===== config.mk =====
export PLATFORM = sky130hd
export DESIGN_NAME = str_keep_gen
export DESIGN_NICKNAME = d
export VERILOG_FILES = /design/src/rtl/str_keep_gen.sv
export SDC_FILE = /design/constraint.sdc
export NUM_CORES = 2
export LEC_CHECK = 0
export CELL_PAD_IN_SITES_DETAIL_PLACEMENT = 0
export CELL_PAD_IN_SITES_GLOBAL_PLACEMENT = 2
export CORE_AREA = 2 2 463 465
export DETAILED_ROUTE_END_ITERATION = 7
export DIE_AREA = 0 0 465 467
export GPL_TIMING_DRIVEN = 0
export PLACE_DENSITY = 0.48
export SLEW_MARGIN = 20
export SYNTH_ARGS = -nofsm -noshare
export SYNTH_HDL_FRONTEND = slang
export SYNTH_SLANG_ARGS = --single-unit

===== constraint.sdc =====
create_clock -name i_clk -period 24.7 [get_ports i_clk]
set_input_delay 3.705 -clock i_clk [delete_from_list [all_inputs] [get_ports i_clk]]
set_output_delay 3.705 -clock i_clk [all_outputs]
set_load 0.005 [all_outputs]

===== src/rtl/str_keep_gen.sv =====
// Feeds the stream offset converter. It turns one transfer command into a conv offset pair and a tkeep-masked, tlast-framed aligned beat stream.
// Optional raw framing check: define STR_KEEP_GEN_FRAME_CHK_EN to add o_err.
module str_keep_gen #(
  parameter int DATA_WIDTH = 512,
  parameter int BYTE_WIDTH = 8,
  parameter int ADDR_WIDTH = 32,
  parameter int LEN_WIDTH  = 16,
  localparam int BYTE_CNT   = DATA_WIDTH / BYTE_WIDTH,
  localparam int OFS_WIDTH  = $clog2(BYTE_CNT),
  localparam int BEAT_WIDTH = LEN_WIDTH - OFS_WIDTH + 1
) (
  input  logic                  i_clk,
  input  logic                  i_rst,
  input  logic                  i_cmd_vld,
  output logic                  o_cmd_rdy,
  input  logic [ADDR_WIDTH-1:0] i_cmd_s_addr,
  input  logic [ADDR_WIDTH-1:0] i_cmd_m_addr,
  input  logic [LEN_WIDTH-1:0]  i_cmd_len,
  output logic                  o_conv_vld,
  input  logic                  i_conv_rdy,
  output logic [OFS_WIDTH-1:0]  o_conv_s_ofs,
  output logic [OFS_WIDTH-1:0]  o_conv_m_ofs,
  input  logic [DATA_WIDTH-1:0] s_axis_tdata,
  input  logic                  s_axis_tlast,
  input  logic                  s_axis_tvld,
  output logic                  s_axis_trdy,
`ifdef STR_KEEP_GEN_FRAME_CHK_EN
  output logic                  o_err,
`endif
  output logic [DATA_WIDTH-1:0] m_axis_tdata,
  output logic [BYTE_CNT-1:0]   m_axis_tkeep,
  output logic                  m_axis_tlast,
  output logic                  m_axis_tvld,
  input  logic                  m_axis_trdy
);

  // Handshakes: a transfer happens on a rising clock edge where valid and
  // ready are both high; valid never drops and payload never changes while
  // valid is high and ready is low.

  typedef enum logic [1:0] {
    ST_IDLE = 2'd0,
    ST_CONV = 2'd1,
    ST_DATA = 2'd2
  } state_t;

  localparam logic [BYTE_CNT-1:0] ALL_ONES = '1;

  state_t                state_q, state_d;
  logic [OFS_WIDTH-1:0]  s_ofs_q, m_ofs_q, end_ofs_q;
  logic [BEAT_WIDTH-1:0] beats_q, beat_cnt_q;
  logic                  first_q;

  logic                  cmd_hs, conv_hs, raw_acc, is_last;
  logic [LEN_WIDTH:0]    cmd_sum, cmd_round;
  logic [OFS_WIDTH:0]    last_shift;
  logic [BYTE_CNT-1:0]   first_mask, last_mask, beat_keep;
  logic                  unused_addr;

  // Beat count is ceil((s_ofs + len) / BYTE_CNT); the sum cannot overflow LEN_WIDTH+1 bits.
  assign cmd_sum   = {1'b0, i_cmd_len} + (LEN_WIDTH+1)'(i_cmd_s_addr[OFS_WIDTH-1:0]);
  assign cmd_round = cmd_sum + (LEN_WIDTH+1)'(BYTE_CNT - 1);

  assign cmd_hs  = i_cmd_vld & o_cmd_rdy;
  assign conv_hs = o_conv_vld & i_conv_rdy;
  assign raw_acc = s_axis_tvld & s_axis_trdy;
  assign is_last = (beat_cnt_q == '0);

  assign o_conv_s_ofs = s_ofs_q;
  assign o_conv_m_ofs = m_ofs_q;

  assign last_shift = (OFS_WIDTH+1)'(BYTE_CNT) - {1'b0, end_ofs_q};
  assign first_mask = ALL_ONES << s_ofs_q;
  assign last_mask  = (end_ofs_q != '0) ? (ALL_ONES >> last_shift) : ALL_ONES;
  assign beat_keep  = (first_q ? first_mask : ALL_ONES) & (is_last ? last_mask : ALL_ONES);

  assign unused_addr = ^{i_cmd_s_addr[ADDR_WIDTH-1:OFS_WIDTH],
                         i_cmd_m_addr[ADDR_WIDTH-1:OFS_WIDTH],
                         cmd_round[OFS_WIDTH-1:0]};

  always_ff @(posedge i_clk or posedge i_rst) begin
    if (i_rst) state_q <= ST_IDLE;
    else       state_q <= state_d;
  end

  always_comb begin
    state_d     = state_q;
    o_cmd_rdy   = 1'b0;
    o_conv_vld  = 1'b0;
    s_axis_trdy = 1'b0;
    case (state_q)
      ST_IDLE: begin
        o_cmd_rdy = 1'b1;
        // A zero-length command is swallowed without leaving IDLE.
        if (i_cmd_vld && (i_cmd_len != '0)) state_d = ST_CONV;
      end
      ST_CONV: begin
        o_conv_vld = 1'b1;
        if (i_conv_rdy) state_d = ST_DATA;
      end
      ST_DATA: begin
        s_axis_trdy = !m_axis_tvld || m_axis_trdy;
        if (s_axis_trdy && s_axis_tvld && is_last) state_d = ST_IDLE;
      end
      default: state_d = ST_IDLE;
    endcase
  end

  always_ff @(posedge i_clk or posedge i_rst) begin
    if (i_rst) begin
      s_ofs_q      <= '0;
      m_ofs_q      <= '0;
      end_ofs_q    <= '0;
      beats_q      <= '0;
      beat_cnt_q   <= '0;
      first_q      <= 1'b0;
      m_axis_tvld  <= 1'b0;
      m_axis_tdata <= '0;
      m_axis_tkeep <= '0;
      m_axis_tlast <= 1'b0;
    end else begin
      if (cmd_hs) begin
        s_ofs_q   <= i_cmd_s_addr[OFS_WIDTH-1:0];
        m_ofs_q   <= i_cmd_m_addr[OFS_WIDTH-1:0];
        end_ofs_q <= cmd_sum[OFS_WIDTH-1:0];
        beats_q   <= cmd_round[LEN_WIDTH:OFS_WIDTH];
      end
      if (conv_hs) begin
        beat_cnt_q <= beats_q - BEAT_WIDTH'(1);
        first_q    <= 1'b1;
      end else if (raw_acc) begin
        beat_cnt_q <= beat_cnt_q - BEAT_WIDTH'(1);
        first_q    <= 1'b0;
      end
      // Single output register; it only reloads when empty or draining.
      if (raw_acc) begin
        m_axis_tvld  <= 1'b1;
        m_axis_tdata <= s_axis_tdata;
        m_axis_tkeep <= beat_keep;
        m_axis_tlast <= is_last;
      end else if (m_axis_trdy) begin
        m_axis_tvld <= 1'b0;
      end
    end
  end

`ifdef STR_KEEP_GEN_FRAME_CHK_EN
  always_ff @(posedge i_clk or posedge i_rst) begin
    if (i_rst) o_err <= 1'b0;
    else       o_err <= raw_acc && (s_axis_tlast != is_last);
  end
`else
  logic unused_tlast;
  assign unused_tlast = s_axis_tlast;
`endif

endmodule


==> impl_metrics.yaml <==
worst_setup_path:
  crit_path_frequent_cell: "clkdlybuf4s50_1"
  cp.required_ps: 21000
  cp_max_fo: 4
  cp_num_buf_inv: 2
  crit_slowest_cell: "clkdlybuf4s50_1"
  endpoint_kind: "output pin"
  r2r_slack_ps: 21440
  start_kind: "input pin"
  crit_type: "in2out"
  max_stage_delay_ps: 540
  cp_cell_sequence: "clkdlybuf4s50_1, nand2b_1, and2_1, clkdlybuf4s50_1"
  cp_top_family: "buffers and inverters"
  crit_arrival_ps: 5210
global_route:
  grt_pass1_vias: 25851
  grt_pass1_wl_microns: 229000
  grt.total_usage_pct: 15.2
  grt_antenna_before_repair: 85
  grt_max_degree: 85
  grt_remaining_overflow: 0
drt:
  drt_iter0_drc: 1474
  first_pass_iters: 5
  route.vias.total: 24816
  routed_wl_microns: 169000
  drcViolationCount: 0
  viasPerCell: 3.54
  wl_per_cell_microns: 24.2
  ant_nets: 0
sta:
  final_max_slew_viol_count: 0
  worst_hold_slack_ps: 468
  skew_ps: 24.2
  grt_setup_unrepaired: "false"
  hold_viol: 0
  period_share_pct: 36.1
  setup_viol: 0
  tightest_slew_ps: 1140
  fin_ws_ps: 15790
  fmax_mhz: 112
  slew_headroom_pct: 23.5
  min_period_ps: 8910
layout:
  drive_above_1_share_pct: 5.18
  area_growth_syn_to_layout_pct: 71.9
  utilization_pct: 20.6
  multi_input_area_sq_um: 9210
  fillers: 23534
  regArea_sq_um: 15500
  final_nets: 4713
power_and_ir_drop:
  p_per_area_nw_per_um2: 126
  p_leak_uw: 0.0197
  vdd_drop_max_v: 0.0000497
cts:
  cts_sinks: 621
  root_buffer: "clkbuf_16"
  clk_latency_ps: 700
  cts_hold_buffers: 0
  cts.clk_slew.worst_paths_ps: 50
  cts_resized: 0
  numCtsBuffers: 90
  post_cts_buffers: 0
  htreeDepth: 3
  cts_tree: "built"
  clockBufferDepth: 3
place:
  dp_slack_ps: 15760
  gp_congestion: 0.833
  io_buffers: 1133
  hpwl_microns: 138000
outcome:
  outcome: "finished clean"
die:
  core_sq_um: 212000
  dieHeight_microns: 467
  fp-row-count: 169
  initial_core_util_pct: 12.0
  die-area_sq_um: 217000
  die_w_microns: 465
  io_pins: 1192
yosys:
  ys_seq_area_share_pct: 61.2
  syn_area_sq_um: 25400
  postSynthCellCount: 2867
  synth.ff_latch_count: 621
  yosysUniqueCellTypes: 78
  synth_edf_count: 0
  synthArstFlopShare_pct: 100
  yosysWarnings: 0
  ys.flop_type: "dfrtp_1"
  syn_nets: 3478
  syn-mean-instance-area_sq_um: 8.86
job:
  drv_cap: 0
hold_path:
  hold_path_class: "reg2reg"
worst reg2reg max path, stage by stage, from the launching register on:
cell,delay (ps)
dfrtp_1,430
nor4_2,400
nand4b_1,490
a31oi_4,510
and2_1,180
buf_2,270
nand2_1,230
o221ai_1,530
nand2_1,90
synth_stat cells (all sizes together), types with 3 or more instances:
library cell,n,area (sq um)
dfrtp,621,15500
clkbuf,148,557
a22o,7,62.6
a211oi,5,47.5
a32o,10,100
xnor2,24,210
and2,10,62.6
o21ai,59,299
or2,4,27.5
ha,11,138
nor2b,7,43.8
nand4,4,25.0
o211ai,7,52.6
o221ai,19,166
a221oi,4,35.0
nor2,54,213
nand2,1660,6230
inv,10,37.5
nand3,13,65.1
mux2i,4,40.0
and3,11,73.8
buf,10,47.6
o31ai,13,118
a21oi,37,185
nor4,11,75.1
o22ai,6,51.3
nand2b,6,37.5
nor3,15,95.1
mux2,15,169
a21o,8,60.1
xor2,14,130
a22oi,4,35.0
a31oi,3,33.8
cells by family after synthesis:
| family | count (synthesis) | share of synthesized area (%) |
|---|---|---|
| AOI/OAI and AO/OA | 204 | 5.78 |
| buffers and inverters | 168 | 2.53 |
| adders and majority gates | 12 | 0.621 |
| DFF | 621 | 61.2 |
| xor gates and xnor gates | 38 | 1.34 |
| and+or+nand+nor | 1805 | 27.7 |
| muxes | 19 | 0.823 |
area by class of cell:
cell class                      count  share of cell area, %
Buffer                            158                   1.41
Tap cell                         2821                   8.09
Inverter                           10                  0.103
Timing Repair Buffer             1143                   26.6
Antenna cell                       24                  0.138
Clock buffer                      129                   6.03
Clock inverter                     29                  0.906
Sequential cell                   621                   35.6
Multi-Input combinational cell   2078                   21.1
where the power goes:
| part | total [uW] | switching, uW | internal, uW |
|---|---|---|---|
| logic | 2350 | 1230 | 1120 |
| clock network | 1360 | 553 | 803 |
| registers | 1790 | 307 | 1480 |
routing by layer:
layer | vias to the layer above | share of wire [%] | GRT usage (%)
met3 | 268 | 10 | 7.04
met5 | - | 0.23 | 0
met4 | 58 | 3.5 | 5.38
li1 | 11602 | - | -
met1 | 11876 | 41 | 18.2
met2 | 1012 | 45 | 23.7
metrics by stage:
| stage | std cells | total power (uW) | instance area, sq um | TNS [ps] |
|---|---|---|---|---|
| after floorplan | 2867 | 2510 | 25400 | 0 |
| after global placement | 6821 | 4230 | 40300 | -5480290 |
| after detailed placement | 6831 | 4220 | 40600 | 0 |
| after CTS | 6989 | 5650 | 43600 | 0 |
| after global routing | 6997 | 5890 | 43600 | 0 |
| final | 7013 | 5500 | 43600 | 0 |
sequential cells by signal, summed over array words and instances (netlist names):
name and count:
beat_cnt_q 11, beats_q 11, end_ofs_q 6, first_q 1
m_axis_tdata 512, m_axis_tkeep 64, m_axis_tlast 1, m_axis_tvld 1
o_conv_m_ofs 6, o_conv_s_ofs 6, state_q 2
path summary, 6_finish.rpt:
path                                             startpoint                       endpoint  depth (start not counted)
worst max-delay path                            m_axis_trdy                    s_axis_trdy                          4
worst min-delay path            m_axis_tkeep[0]$_DFFE_PP0P_    m_axis_tkeep[0]$_DFFE_PP0P_                          2
worst max register to register    beat_cnt_q[5]$_DFFE_PP0P_   m_axis_tkeep[21]$_DFFE_PP0P_                          8
worst min register to register  m_axis_tkeep[0]$_DFFE_PP0P_    m_axis_tkeep[0]$_DFFE_PP0P_                          2
max in group asynchronous                             i_rst  m_axis_tdata[495]$_DFFE_PP0P_                          5
min in group asynchronous                             i_rst  m_axis_tdata[272]$_DFFE_PP0P_                          2
placed cells by master, fill, tap and decap left out, types with 5 or more instances in the layout:
cell and n:
nand2_1 1659, clkdlybuf4s50_1 1133, dfrtp_1 621, clkbuf_1 154, clkbuf_16 91, nor2_1 52
o21ai_0 46, a21oi_1 37, diode_2 24, xnor2_1 24, clkbuf_8 21, o221ai_1 19
mux2_2 15, xor2_1 13, nand3_1 13, o21ai_1 12, clkinv_2 12, clkbuf_2 11
nor3_1 11, ha_1 11, and3_1 10, nor4_1 10, a32o_1 10, buf_16 10
and2_1 9, inv_1 9, o31ai_1 9, buf_2 8, a21o_1 8, nor2b_1 7
o211ai_1 7, nand2b_1 6, a22o_1 6, bufinv_16 6, o22ai_1 5
Power figures use the tool's default switching activity.
